`src/rtl/rps_game_fsm.sv`:
```
// Rock-paper-scissors game controller.
// Decodes UART command bytes, runs a THINK / RESULT round with a shared
// down-counter, and drives registered show/hand/score levels for the
// display stage. The machine hand comes from a free-running mod-3 counter.
module rps_game_fsm #(
    parameter int unsigned THINK_CYC = 25_000_000,
    parameter int unsigned HOLD_CYC  = 150_000_000
) (
    input  logic       clk,
    input  logic       rst,
    input  logic [7:0] rx_data,
    input  logic       rx_data_valid,
    output logic       show,
    output logic [3:0] hand,
    output logic [1:0] score
);

    // Hand encoding shared by player and machine.
    localparam logic [1:0] HAND_NONE     = 2'd0;
    localparam logic [1:0] HAND_ROCK     = 2'd1;
    localparam logic [1:0] HAND_SCISSORS = 2'd2;
    localparam logic [1:0] HAND_PAPER    = 2'd3;

    localparam logic [1:0] SCORE_PLAYER  = 2'd1;
    localparam logic [1:0] SCORE_MACHINE = 2'd2;
    localparam logic [1:0] SCORE_DRAW    = 2'd3;

    // Timer reload values: the transition fires when the counter reads 0,
    // so loading N-1 on entry gives exactly N cycles in the state.
    localparam logic [31:0] THINK_LOAD = 32'(THINK_CYC - 1);
    localparam logic [31:0] HOLD_LOAD  = 32'(HOLD_CYC - 1);

    typedef enum logic [1:0] {
        ST_IDLE   = 2'd0,
        ST_THINK  = 2'd1,
        ST_RESULT = 2'd2
    } state_t;

    state_t      r_state, w_state_next;
    logic [31:0] r_timer, w_timer_next;
    logic [1:0]  r_m_cnt, w_m_cnt_next;
    logic [1:0]  r_player, w_player_next;
    logic [1:0]  r_mach, w_mach_next;
    logic        r_show, w_show_next;
    logic [3:0]  r_hand, w_hand_next;
    logic [1:0]  r_score, w_score_next;

    logic        w_is_play;
    logic        w_is_clear;
    logic [1:0]  w_play_hand;
    logic [1:0]  w_outcome;
    logic        w_accept;
    logic        w_to_idle;
    logic        w_reveal;

    // Command decode: only a valid strobe with a recognised byte has any effect.
    always_comb begin
        w_play_hand = HAND_NONE;
        w_is_play   = 1'b0;
        w_is_clear  = 1'b0;
        if (rx_data_valid) begin
            case (rx_data)
                8'h52:   begin w_is_play = 1'b1; w_play_hand = HAND_ROCK;     end
                8'h53:   begin w_is_play = 1'b1; w_play_hand = HAND_SCISSORS; end
                8'h50:   begin w_is_play = 1'b1; w_play_hand = HAND_PAPER;    end
                8'h43:   w_is_clear = 1'b1;
                default: ;
            endcase
        end
    end

    // Outcome of the latched round: draw, player win or machine win.
    always_comb begin
        w_outcome = SCORE_MACHINE;
        if (r_player == r_mach) begin
            w_outcome = SCORE_DRAW;
        end else begin
            case ({r_player, r_mach})
                {HAND_ROCK,     HAND_SCISSORS},
                {HAND_SCISSORS, HAND_PAPER},
                {HAND_PAPER,    HAND_ROCK}:     w_outcome = SCORE_PLAYER;
                default:                        w_outcome = SCORE_MACHINE;
            endcase
        end
    end

    // Free-running machine hand source: 0,1,2,0,... every cycle.
    assign w_m_cnt_next = (r_m_cnt == 2'd2) ? 2'd0 : r_m_cnt + 2'd1;

    // Next-state logic: decide the kind of transition, then build all next values.
    always_comb begin
        w_accept  = 1'b0;
        w_to_idle = 1'b0;
        w_reveal  = 1'b0;

        w_state_next  = r_state;
        w_timer_next  = r_timer;
        w_player_next = r_player;
        w_mach_next   = r_mach;
        w_show_next   = r_show;
        w_hand_next   = r_hand;
        w_score_next  = r_score;

        case (r_state)
            ST_IDLE: begin
                // 'C' in IDLE is a no-op by design.
                if (w_is_play) w_accept = 1'b1;
            end
            ST_THINK: begin
                // Play commands are ignored while thinking; clear wins over timeout.
                if (w_is_clear)            w_to_idle = 1'b1;
                else if (r_timer == 32'd0) w_reveal  = 1'b1;
                else                       w_timer_next = r_timer - 32'd1;
            end
            ST_RESULT: begin
                // A new play restarts the round even on the timeout edge.
                if (w_is_play)                            w_accept  = 1'b1;
                else if (w_is_clear || r_timer == 32'd0)  w_to_idle = 1'b1;
                else                                      w_timer_next = r_timer - 32'd1;
            end
            default: w_to_idle = 1'b1;
        endcase

        if (w_accept) begin
            w_state_next  = ST_THINK;
            w_timer_next  = THINK_LOAD;
            w_player_next = w_play_hand;
            w_mach_next   = r_m_cnt + 2'd1;
            w_show_next   = 1'b0;
            w_hand_next   = {HAND_NONE, w_play_hand};
            w_score_next  = 2'd0;
        end else if (w_reveal) begin
            w_state_next  = ST_RESULT;
            w_timer_next  = HOLD_LOAD;
            w_show_next   = 1'b1;
            w_hand_next   = {r_mach, r_player};
            w_score_next  = w_outcome;
        end else if (w_to_idle) begin
            w_state_next  = ST_IDLE;
            w_timer_next  = 32'd0;
            w_player_next = HAND_NONE;
            w_mach_next   = HAND_NONE;
            w_show_next   = 1'b0;
            w_hand_next   = 4'd0;
            w_score_next  = 2'd0;
        end
    end

    // State, timer, counter and output registers with asynchronous reset.
    always_ff @(posedge clk or posedge rst) begin
        if (rst) begin
            r_state  <= ST_IDLE;
            r_timer  <= 32'd0;
            r_m_cnt  <= 2'd0;
            r_player <= HAND_NONE;
            r_mach   <= HAND_NONE;
            r_show   <= 1'b0;
            r_hand   <= 4'd0;
            r_score  <= 2'd0;
        end else begin
            r_state  <= w_state_next;
            r_timer  <= w_timer_next;
            r_m_cnt  <= w_m_cnt_next;
            r_player <= w_player_next;
            r_mach   <= w_mach_next;
            r_show   <= w_show_next;
            r_hand   <= w_hand_next;
            r_score  <= w_score_next;
        end
    end

    assign show  = r_show;
    assign hand  = r_hand;
    assign score = r_score;

endmodule
```
`config.mk`:
```
export PLATFORM = sky130hd
export DESIGN_NAME = rps_game_fsm
export DESIGN_NICKNAME = d
export VERILOG_FILES = /design/src/rtl/rps_game_fsm.sv
export SDC_FILE = /design/constraint.sdc
export NUM_CORES = 1
export LEC_CHECK = 0
export CORE_MARGIN = 4
export CORE_UTILIZATION = 60
export CTS_CLUSTER_DIAMETER = 120
export DETAILED_ROUTE_END_ITERATION = 16
export DONT_BUFFER_PORTS = 1
export PLACE_DENSITY_LB_ADDON = 0.25
export SLEW_MARGIN = 20
export SYNTH_ARGS = -nofsm -noshare
export SYNTH_HDL_FRONTEND = slang
export SYNTH_SLANG_ARGS = --single-unit
```
`constraint.sdc`:
```
create_clock -name clk -period 3.6 [get_ports clk]
set_input_delay 0.36 -clock clk [delete_from_list [all_inputs] [get_ports clk]]
set_output_delay 0.36 -clock clk [all_outputs]
set_load 0.05 [all_outputs]
```
==> impl_metrics.toml <==
[route]
routed_wl_um = 6820
drc = 0
drtIter0Drc = 211
vias = 2470
vias_per_cell = 6.79
wire_per_inst_um = 18.7
ant_nets = 0
drtPass1Iterations = 6

[setup_path]
worst_ep_required_time_ns = 3.79
cpMaxStageDelayCell = "nor4_1"
slowest_delay_ns = 0.82
endpoint_kind = "flip-flop"
start_kind = "flip-flop"
cp_num_buf_inv = 0
arrival_ns = 3.01
crit_family = "simple AND/OR/NAND/NOR gates"
crit_fanout = 9
critical_path_class = "flip-flop to flip-flop"
crit_chain = "nor4_1, nand4_1, or2_2, o21ai_0, a21oi_1, a211o_1"

[yosys]
synth_cell_types = 53
syn_area_sq_um = 2770
syn-mean-instance-area_sq_um = 8.92
yosys.area.top_type = "dfrtp_1"
yosysSeqAreaShare_pct = 41.5
postSynthCellCount = 311
syn_nets = 326
synthTopCellsByArea = "dfrtp_1 41%, nor3_1 3.8%, xnor2_1 3.8%"
synthFlopType = "dfrtp_1"
synth_edf_count = 0
synth_seq_cells = 46
synth_top_area_share_pct = 41.5
yosys_warnings = 0
async_reset_ff_share_pct = 100

[cts]
postCtsSetupBuffers = 0
cts_resized = 0
clk_pin_slew_worst_paths_ns = 0.09
clock-root-buffer = "clkbuf_8"
clk_latency_ns = 0.31
cts_hold_buffers = 0
cts_buffer_depth = 2
cts_tree = "yes"
numCtsBuffers = 5
htreeDepth = 2
cts.sinks = 46

[global_routing]
grt_max_degree = 47
met1_usage_pct = 32.7
grt_overflow_total = 0
gr-usage-all-layers_pct = 24.2
grt-busiest-layer = "met2"
grt_pass1_wl_um = 11400
gr-usage-met3_pct = 5.67
grt_pass1_vias = 2343
use_met2_pct = 37.3
antenna_found_initial = 0

[run_status]
outcome = "completed"

[sta]
setup_tns_ns = 0
setup_viol = 0
max_freq_ghz = 0.355
relSlewSlack_pct = 37.4
fin_skew_ns = 0.00854
min_period_ns = 2.82
hold_viol = 0
period_share_pct = 78.3
slew_viol_final = 0
worstMarginPinSlew_ns = 0.937
rsz0062_at_grt = "no"

[run]
maxCapViolCount = 0

[floorplan]
die_h_um = 76.0
die_w_um = 76.0
fp.dieArea_sq_um = 5780
ios = 18
rows = 24
start_util_pct = 62.8
core-area_sq_um = 4410

[final_layout]
fin_cells = 364
final_cell_area_sq_um = 2940
layout_commonest_cell = "dfrtp_1"
post-route-util_pct = 66.5
area_delta_synth_final_pct = 5.86
diodes = 0
drive_gt1_share_pct = 9.94
finalNetCount = 326
layout_common_cells = "46 x dfrtp_1, 27 x nor2_1, 21 x nor3_1, 21 x nand2_1, 19 x o21ai_0"
fillerInstances = 361

[min_path]
hold_class = "input pin to async pin"

[placed_design]
dp.cells = 356
routabilityCongestion = 0.945
hpwlAfterDp_um = 4940
port_buffers = 0
place_area_sq_um = 2820

[power_and_ir_drop]
powerDensity_nw_per_um2 = 444
p_leak_nw = 1.14
ir_drop_v = 0.000432
==> sequential cells by signal (all words and copies together) (netlist names) <==
register,flops
r_timer,32
r_mach,2
r_state,2
hand,4
r_m_cnt,2
r_player,2
score,2
==> path summary, 6_finish.rpt <==
kind / from / to / slack [ns] / depth (start not counted)
max in group asynchronous: rst / r_timer[5] / 2.88 / 1
setup reg to reg: r_timer[12] / r_timer[6] / 0.78 / 6
min in group clk: rx_data[0] / r_player[1] / 0.35 / 3
hold reg to reg: r_m_cnt[0] / r_mach[0] / 0.51 / 1
setup / recovery: r_timer[12] / r_timer[6] / 0.78 / 6
hold / removal: rst / score[0] / 0.13 / 1
==> cell type report <==
cell class	count	area, sq um	share of cell area, %
multi-input cells	241	1520	51.8
flip-flops and latches	46	1150	39.2
clock buffers	5	68.8	2.34
well taps	52	65.1	2.22
repair buffers	6	45.0	1.53
clock inverters	3	43.8	1.49
inverters	11	41.3	1.41
==> Yosys cell counts, types with 3 or more instances <==
cell and number:
a211oi_1 4, a21o_1 3, a21oi_1 11, a311oi_1 3
a31oi_1 5, and3_1 3, buf_2 3, clkbuf_1 8
dfrtp_1 46, ha_1 4, inv_1 11, nand2_1 21
nand2b_1 3, nand3_1 18, nand4_1 6, nor2_1 27
nor3_1 21, nor4_1 9, o211ai_1 8, o21ai_0 19
o31ai_1 3, or2_2 7, or3_1 7, or4_1 9
xnor2_1 12, xor2_1 4
==> logic make-up (layout without fill, tap and decap cells) <==
group                    Yosys count  count (layout)  share of synthesized area (%)
AND/OR/NAND/NOR                  151             151                           31.6
AO/OA/AOI/OAI                     68              68                           15.7
flip-flops                        46              46                           41.5
buffers and inverters             24              25                           3.65
XOR/XNOR                          16              16                           5.05
adder cells (fa/ha/maj)            4               4                           1.80
multiplexers                       2               2                          0.722
==> routing by layer <==
| metal | vias up | wire [um] |
|---|---|---|
| met4 | 0 | 143 |
| met2 | 104 | 3240 |
| li1 | 1159 | - |
| met3 | 16 | 429 |
| met1 | 1191 | 3000 |
| met5 | - | 0 |
==> worst reg2reg max path, cell delays in order (launching register included) <==
cell	delay (ns)
dfrtp_1	0.44
nor4_1	0.82
nand4_1	0.24
or2_2	0.46
o21ai_0	0.38
a21oi_1	0.08
a211o_1	0.29
==> report_power, final <==
group	internal, mW	switching (mW)
sequential	0.571	0.0842
clock	0.208	0.185
combinational	0.111	0.144
total	0.890	0.413
==> per-stage QoR <==
step / hold WS (ns) / power (mW) / setup slack, ns
6_report: 0.130 / 1.30 / 0.781
5_1_grt: 0.187 / 1.37 / 0.652
4_1_cts: 0.160 / 1.30 / 0.844
3_5_place_dp: 0.493 / 0.913 / 0.858
3_3_place_gp: 0.494 / 0.904 / 0.912
2_1_floorplan: 0.468 / 0.850 / 1.01
Note: power is estimated with default switching activity, not from simulation.
